[config.mk]
export PLATFORM = sky130hd
export DESIGN_NAME = data_cache_ctrl
export DESIGN_NICKNAME = d
export VERILOG_FILES = /design/src/rtl/data_cache_ctrl_pkg.sv /design/src/rtl/dm_cache_array.sv /design/src/rtl/data_cache_ctrl.sv
export SDC_FILE = /design/constraint.sdc
export NUM_CORES = 1
export LEC_CHECK = 0
export ABC_AREA = 1
export BUFFER_PORTS_ARGS = -buffer_cell sky130_fd_sc_hd__buf_2
export CORE_MARGIN = 4
export CORE_UTILIZATION = 28
export DETAILED_ROUTE_END_ITERATION = 10
export HOLD_SLACK_MARGIN = 0.05
export PLACE_DENSITY = 0.49
export SYNTH_ARGS = -nofsm -noshare
export SYNTH_HDL_FRONTEND = slang
export SYNTH_HIERARCHICAL = 1
export SYNTH_SLANG_ARGS = --single-unit
[constraint.sdc]
create_clock -name clock -period 4.8 [get_ports clock]
set_input_delay 0.24 -clock clock [delete_from_list [all_inputs] [get_ports clock]]
set_output_delay 0.24 -clock clock [all_outputs]
set_load 0.005 [all_outputs]
[src/rtl/data_cache_ctrl_pkg.sv]
`default_nettype none
// ============================================================================
//  Module      : data_cache_ctrl_pkg
//  Description : Shared FSM state encoding and default geometry for the
//                data-side cache controller.
//  Revision    : 1.0 - initial release
// ============================================================================
package data_cache_ctrl_pkg;

    // Controller states; encodings are fixed so they match the I-side cache
    typedef enum logic [1:0] {
        IDLE    = 2'd0,
        RD_REQ  = 2'd1,
        RD_WAIT = 2'd2,
        WR_REQ  = 2'd3
    } state_t;

    localparam int LINES_DEFAULT  = 4;
    localparam int ADDR_W_DEFAULT = 32;
    localparam int DATA_W_DEFAULT = 32;

endpackage : data_cache_ctrl_pkg
`default_nettype wire

[src/rtl/dm_cache_array.sv]
`default_nettype none
// ============================================================================
//  Module      : dm_cache_array
//  Description : Direct-mapped valid/tag/data storage. One combinational
//                read port and one synchronous write port. Only the valid
//                bits are reset; tag and data contents persist.
//  Revision    : 1.0 - initial release
// ============================================================================
module dm_cache_array #(
    parameter int LINES   = 4,
    parameter int INDEX_W = 2,
    parameter int TAG_W   = 28,
    parameter int DATA_W  = 32
) (
    input  logic               clock,
    input  logic               reset,
    // read port
    input  logic [INDEX_W-1:0] rd_index,
    output logic               rd_valid,
    output logic [TAG_W-1:0]   rd_tag,
    output logic [DATA_W-1:0]  rd_data,
    // write port
    input  logic               wr_en,
    input  logic [INDEX_W-1:0] wr_index,
    input  logic [TAG_W-1:0]   wr_tag,
    input  logic [DATA_W-1:0]  wr_data,
    input  logic               wr_set_valid
);

    logic [LINES-1:0]  valid_q;
    logic [TAG_W-1:0]  tag_q  [LINES];
    logic [DATA_W-1:0] data_q [LINES];

    assign rd_valid = valid_q[rd_index];
    assign rd_tag   = tag_q[rd_index];
    assign rd_data  = data_q[rd_index];

    // Valid bits: cleared asynchronously, set on a line fill
    always_ff @(posedge clock or posedge reset) begin
        if (reset) begin
            valid_q <= '0;
        end else if (wr_en && wr_set_valid) begin
            valid_q[wr_index] <= 1'b1;
        end
    end

    // Tag/data storage: written on fill or store hit, never reset
    always_ff @(posedge clock) begin
        if (wr_en) begin
            tag_q[wr_index]  <= wr_tag;
            data_q[wr_index] <= wr_data;
        end
    end

endmodule : dm_cache_array
`default_nettype wire

[src/rtl/data_cache_ctrl.sv]
`default_nettype none
// ============================================================================
//  Module      : data_cache_ctrl
//  Description : Direct-mapped, write-through, write-update-on-hit,
//                no-write-allocate data cache controller for the MEM stage.
//                Stalls the pipeline while a miss or write-through is in
//                flight.
//  Revision    : 1.0 - initial release
// ============================================================================
module data_cache_ctrl
    import data_cache_ctrl_pkg::*;
#(
    parameter int LINES  = LINES_DEFAULT,
    parameter int ADDR_W = ADDR_W_DEFAULT,
    parameter int DATA_W = DATA_W_DEFAULT
) (
    input  logic              clock,
    input  logic              reset,
    // CPU side
    input  logic              cpu_req_valid,
    input  logic              cpu_req_we,
    input  logic [ADDR_W-1:0] cpu_req_addr,
    input  logic [DATA_W-1:0] cpu_req_wdata,
    output logic              cpu_resp_valid,
    output logic [DATA_W-1:0] cpu_resp_rdata,
    output logic              cpu_stall,
    // backing memory side
    output logic              mem_req_valid,
    output logic              mem_req_we,
    output logic [ADDR_W-1:0] mem_req_addr,
    output logic [DATA_W-1:0] mem_req_wdata,
    input  logic              mem_req_ready,
    input  logic              mem_resp_valid,
    input  logic [DATA_W-1:0] mem_resp_rdata
);

    localparam int INDEX_W = $clog2(LINES);
    localparam int TAG_W   = ADDR_W - INDEX_W - 2;

    state_t state;

    logic [INDEX_W-1:0] req_index;
    logic [TAG_W-1:0]   req_tag;
    logic [ADDR_W-1:0]  req_addr_aligned;
    logic               rd_valid;
    logic [TAG_W-1:0]   rd_tag;
    logic [DATA_W-1:0]  rd_data;
    logic               hit;
    logic               fill;
    logic               store_hit;
    logic               arr_we;
    logic [INDEX_W-1:0] arr_index;
    logic [TAG_W-1:0]   arr_tag;
    logic [DATA_W-1:0]  arr_data;
    logic               unused_addr_bits;

    assign req_index        = cpu_req_addr[INDEX_W+1:2];
    assign req_tag          = cpu_req_addr[ADDR_W-1:INDEX_W+2];
    assign req_addr_aligned = {cpu_req_addr[ADDR_W-1:2], 2'b00};
    assign unused_addr_bits = ^cpu_req_addr[1:0];

    assign hit       = rd_valid && (rd_tag == req_tag);
    assign cpu_stall = (state != IDLE);

    // Array writes: line fill on read response, or write-update on store hit.
    // During a fill the outstanding address is still held in mem_req_addr.
    assign fill      = (state == RD_WAIT) && mem_resp_valid;
    assign store_hit = (state == IDLE) && cpu_req_valid && cpu_req_we && hit;
    assign arr_we    = fill || store_hit;
    assign arr_index = fill ? mem_req_addr[INDEX_W+1:2]        : req_index;
    assign arr_tag   = fill ? mem_req_addr[ADDR_W-1:INDEX_W+2] : req_tag;
    assign arr_data  = fill ? mem_resp_rdata                   : cpu_req_wdata;

    dm_cache_array #(
        .LINES   (LINES),
        .INDEX_W (INDEX_W),
        .TAG_W   (TAG_W),
        .DATA_W  (DATA_W)
    ) u_array (
        .clock        (clock),
        .reset        (reset),
        .rd_index     (req_index),
        .rd_valid     (rd_valid),
        .rd_tag       (rd_tag),
        .rd_data      (rd_data),
        .wr_en        (arr_we),
        .wr_index     (arr_index),
        .wr_tag       (arr_tag),
        .wr_data      (arr_data),
        .wr_set_valid (fill)
    );

    // Controller FSM with registered CPU response and memory request outputs
    always_ff @(posedge clock or posedge reset) begin
        if (reset) begin
            state          <= IDLE;
            cpu_resp_valid <= 1'b0;
            cpu_resp_rdata <= '0;
            mem_req_valid  <= 1'b0;
            mem_req_we     <= 1'b0;
            mem_req_addr   <= '0;
            mem_req_wdata  <= '0;
        end else begin
            cpu_resp_valid <= 1'b0;
            case (state)
                IDLE: begin
                    if (cpu_req_valid) begin
                        if (cpu_req_we) begin
                            // every store goes through to memory
                            state         <= WR_REQ;
                            mem_req_valid <= 1'b1;
                            mem_req_we    <= 1'b1;
                            mem_req_addr  <= req_addr_aligned;
                            mem_req_wdata <= cpu_req_wdata;
                        end else if (hit) begin
                            cpu_resp_valid <= 1'b1;
                            cpu_resp_rdata <= rd_data;
                        end else begin
                            state         <= RD_REQ;
                            mem_req_valid <= 1'b1;
                            mem_req_we    <= 1'b0;
                            mem_req_addr  <= req_addr_aligned;
                        end
                    end
                end
                RD_REQ: begin
                    if (mem_req_ready) begin
                        mem_req_valid <= 1'b0;
                        state         <= RD_WAIT;
                    end
                end
                RD_WAIT: begin
                    if (mem_resp_valid) begin
                        state          <= IDLE;
                        cpu_resp_valid <= 1'b1;
                        cpu_resp_rdata <= mem_resp_rdata;
                    end
                end
                WR_REQ: begin
                    if (mem_req_ready) begin
                        mem_req_valid <= 1'b0;
                        mem_req_we    <= 1'b0;
                        state         <= IDLE;
                    end
                end
                default: state <= IDLE;
            endcase
        end
    end

endmodule : data_cache_ctrl
`default_nettype wire

==> results.cfg <==
[outcome]
status = finished clean

[clocking]
cts_resized = 0
htree_levels = 2
cts.sinks = 343
tritoncts = done
root_buffer = clkbuf_16
clkTransAtPathRegs_ns = 0.06
max-clock-path-buffers = 3
cts_made_buffers = 41
clock_latency_ns = 0.55

[timing]
timing.hold.ws_ns = 0.0890
fmax_mhz = 293
fin_setup_tns_ns = 0
fin_crit_ns = 3.41
finalClockSkew_ns = 0.00921
finalHoldViolations = 0
setup_viol_count_final = 0
rsz0062_at_grt = false
slew_headroom_pct = 30.3
worst_pin_slew_ns = 1.05
slew_viol_final = 0
layout_setup_ws_ns = 1.39
final.period_utilization_pct = 71.1

[yosys]
synthTopCellsByCount = nand2_1 (695), inv_1 (332), edfxtp_1 (240), nand3_1 (190), dfrtp_1 (103)
yosysSeqAreaShare_pct = 60.6
synth_largest_area_cell = edfxtp_1
async_flop_share_pct = 30.0
synth.avg_cell_area_um2 = 8.82
synthTopCellsByArea = edfxtp_1 (45%), nand2_1 (16%), dfrtp_1 (16%), inv_1 (7.7%), nand3_1 (5.9%)
synthFlopType = edfxtp_1
synthMostInstantiatedCell = nand2_1
yosys_warnings = 6
synth_edf_count = 240
ys_types = 35
synth_top_area_share_pct = 44.6
netlist_area_um2 = 16100
synth-seq-cells = 343
syn_inst = 1831

[min_path]
hold_class = in -> reg

[place]
place_ws_ns = 0.978
place_congestion = 0.824
placed_cell_area_um2 = 17800
hpwl_um = 28200
port_buffers = 197
placed_cells = 2721

[detailed_routing]
wl_per_cell_um = 15.9
dr.pass1.iters = 5
vias_per_cell = 4.30
postRouteAntennaNets = 0
wl_um = 45700
drtIter0Drc = 820
vias = 12400
drcViolationCount = 0

[grt]
track_usage_pct = 14.7
grt_pass1_wl_um = 70200
grt_start_max_net_pins = 125
grt-ovfl-total = 0
antenna_found_initial = 4
grt_pass1_vias = 12300

[power_and_ir_drop]
p_sw_share_pct = 31.9
vdd_drop_max_v = 0.000215
intPower_mw = 6.47
clkPwrFrac_pct = 32.0
fin_total_pwr_mw = 9.50
pwr-share-comb_pct = 24.7
powerDensity_nw_per_um2 = 476
leakagePower_nw = 9.76
power.switching_mw = 3.03
power_frac_seq_pct = 43.4

[final_layout]
fin_util_pct = 35.2
stdcell_area_um2 = 19900
drive_gt1_share_pct = 15.0
final-seq-area_um2 = 9780
fillerInstances = 5736
final_cells = 2881
nets = 2193
multi_input_area_um2 = 4600
area_delta_synth_final_pct = 23.5

[worst_setup_path]
worstPathCellList = nor2_1 -> clkinv_2 -> nor2_4 -> buf_4 -> nand2_4 -> o21ai_0 -> inv_1 -> nor2_4 -> buf_4
start_kind = flop
max_stage_delay_ns = 0.49
cp_max_fo = 54
end_kind = flop
crit_required_ns = 4.98
crit_type = reg -> reg
crit_arrival_ns = 3.60
cp_slowest_cell = nand2_4

[floorplan]
pin_count = 202
rows = 87
die_w_um = 248
die-area_um2 = 61600
initial_core_util_pct = 28.5
core_um2 = 56700
chipHeight_um = 248

[job]
drv_cap = 0
[final timing paths]
path,slack [ns],depth (start not counted),from,to
worst max register to register,1.39,9,state[0]$_DFFE_PP0P_,u_array/data_q[1][22]$_DFFE_PP_
max in group asynchronous,3.25,4,reset,mem_req_addr[9]$_DFFE_PP0P_
worst max-delay path,1.39,9,state[0]$_DFFE_PP0P_,u_array/data_q[1][22]$_DFFE_PP_
worst min register to register,0.46,2,u_array/valid_q[3]$_DFFE_PP0P_,u_array/valid_q[3]$_DFFE_PP0P_
worst min-delay path,0.09,5,mem_resp_rdata[10],cpu_resp_rdata[10]$_DFFE_PP0P_
min in group asynchronous,0.20,3,reset,u_array/valid_q[2]$_DFFE_PP0P_
[placed cells by master, fill, tap and decap left out, drive strengths merged]
cell,instances
clkinv,13
clkbuf,61
nand2,701
mux2,12
inv,340
a31o,1
or2,2
dfrtp,103
buf,217
nand3b,2
dlygate4sd3,83
diode,2
nand3,191
nand4,5
o21ai,95
a21oi,3
nor3b,1
xnor2,1
edfxtp,240
nor3,1
nor2,45
bufinv,2
conb,2
o211a,1
o211ai,1
[worst max-delay path, delay by kind of cell, from the launching register on]
kind	cells	cell delay, ns
AND/OR/NAND/NOR	4	0.90
AO/OA/AOI/OAI	1	0.40
flip-flops	1	0.44
buffers and inverters	4	1.25
[routing by layer]
layer	wire length [um]	global-route usage [%]
met5	27	0
met4	1000	4.04
met3	2850	3.74
met2	21800	24.9
met1	20000	18.8
[registers in the layout (all words and copies together), names as in the netlist]
| name | flops |
|---|---|
| u_array/data_q | 128 |
| u_array/tag_q | 112 |
| cpu_resp_rdata | 32 |
| mem_req_wdata | 32 |
| mem_req_addr | 30 |
| u_array/valid_q | 4 |
| state | 2 |
| cpu_resp_valid | 1 |
| mem_req_valid | 1 |
| mem_req_we | 1 |
[logic make-up (layout without fill, tap and decap cells)]
kind of cell    Yosys count  after routing  synth area share [%]
simple gates            948            948                  24.1
flops                   343            343                  60.6
other cells               1              4                0.0232
xor+xnor                  1              1                0.0542
mux                      12             12                 0.837
compound gates          101            101                  3.22
buf+inv                 425            716                  11.1
[power groups by stage]
stage          Clock (mW)  Combinational [mW]  Sequential, mW
4_1_cts              3.14                2.40            4.13
3_5_place_dp            0                2.34            4.18
2_1_floorplan           0                1.34            4.19
5_1_grt              3.25                2.68            4.18
3_3_place_gp            0                2.32            4.16
6_report             3.04                2.34            4.12
[area by class of cell]
cell class,count,share of cell area [%]
Multi-Input combinational cell,1064,23.1
Clock inverter,14,0.627
Sequential cell,343,49.1
Tap cell,756,4.74
Antenna cell,2,0.0251
Clock buffer,61,5.98
Timing Repair Buffer,300,10.1
Inverter,341,6.45
[repair_timing]
| item | CTS | global route |
|---|---|---|
| setup buffers | 0 | 0 |
| hold endpoints to repair | 142 | 0 |
| hold buffers | 83 | 0 |
No activity file was read; power rests on OpenSTA's default activity.
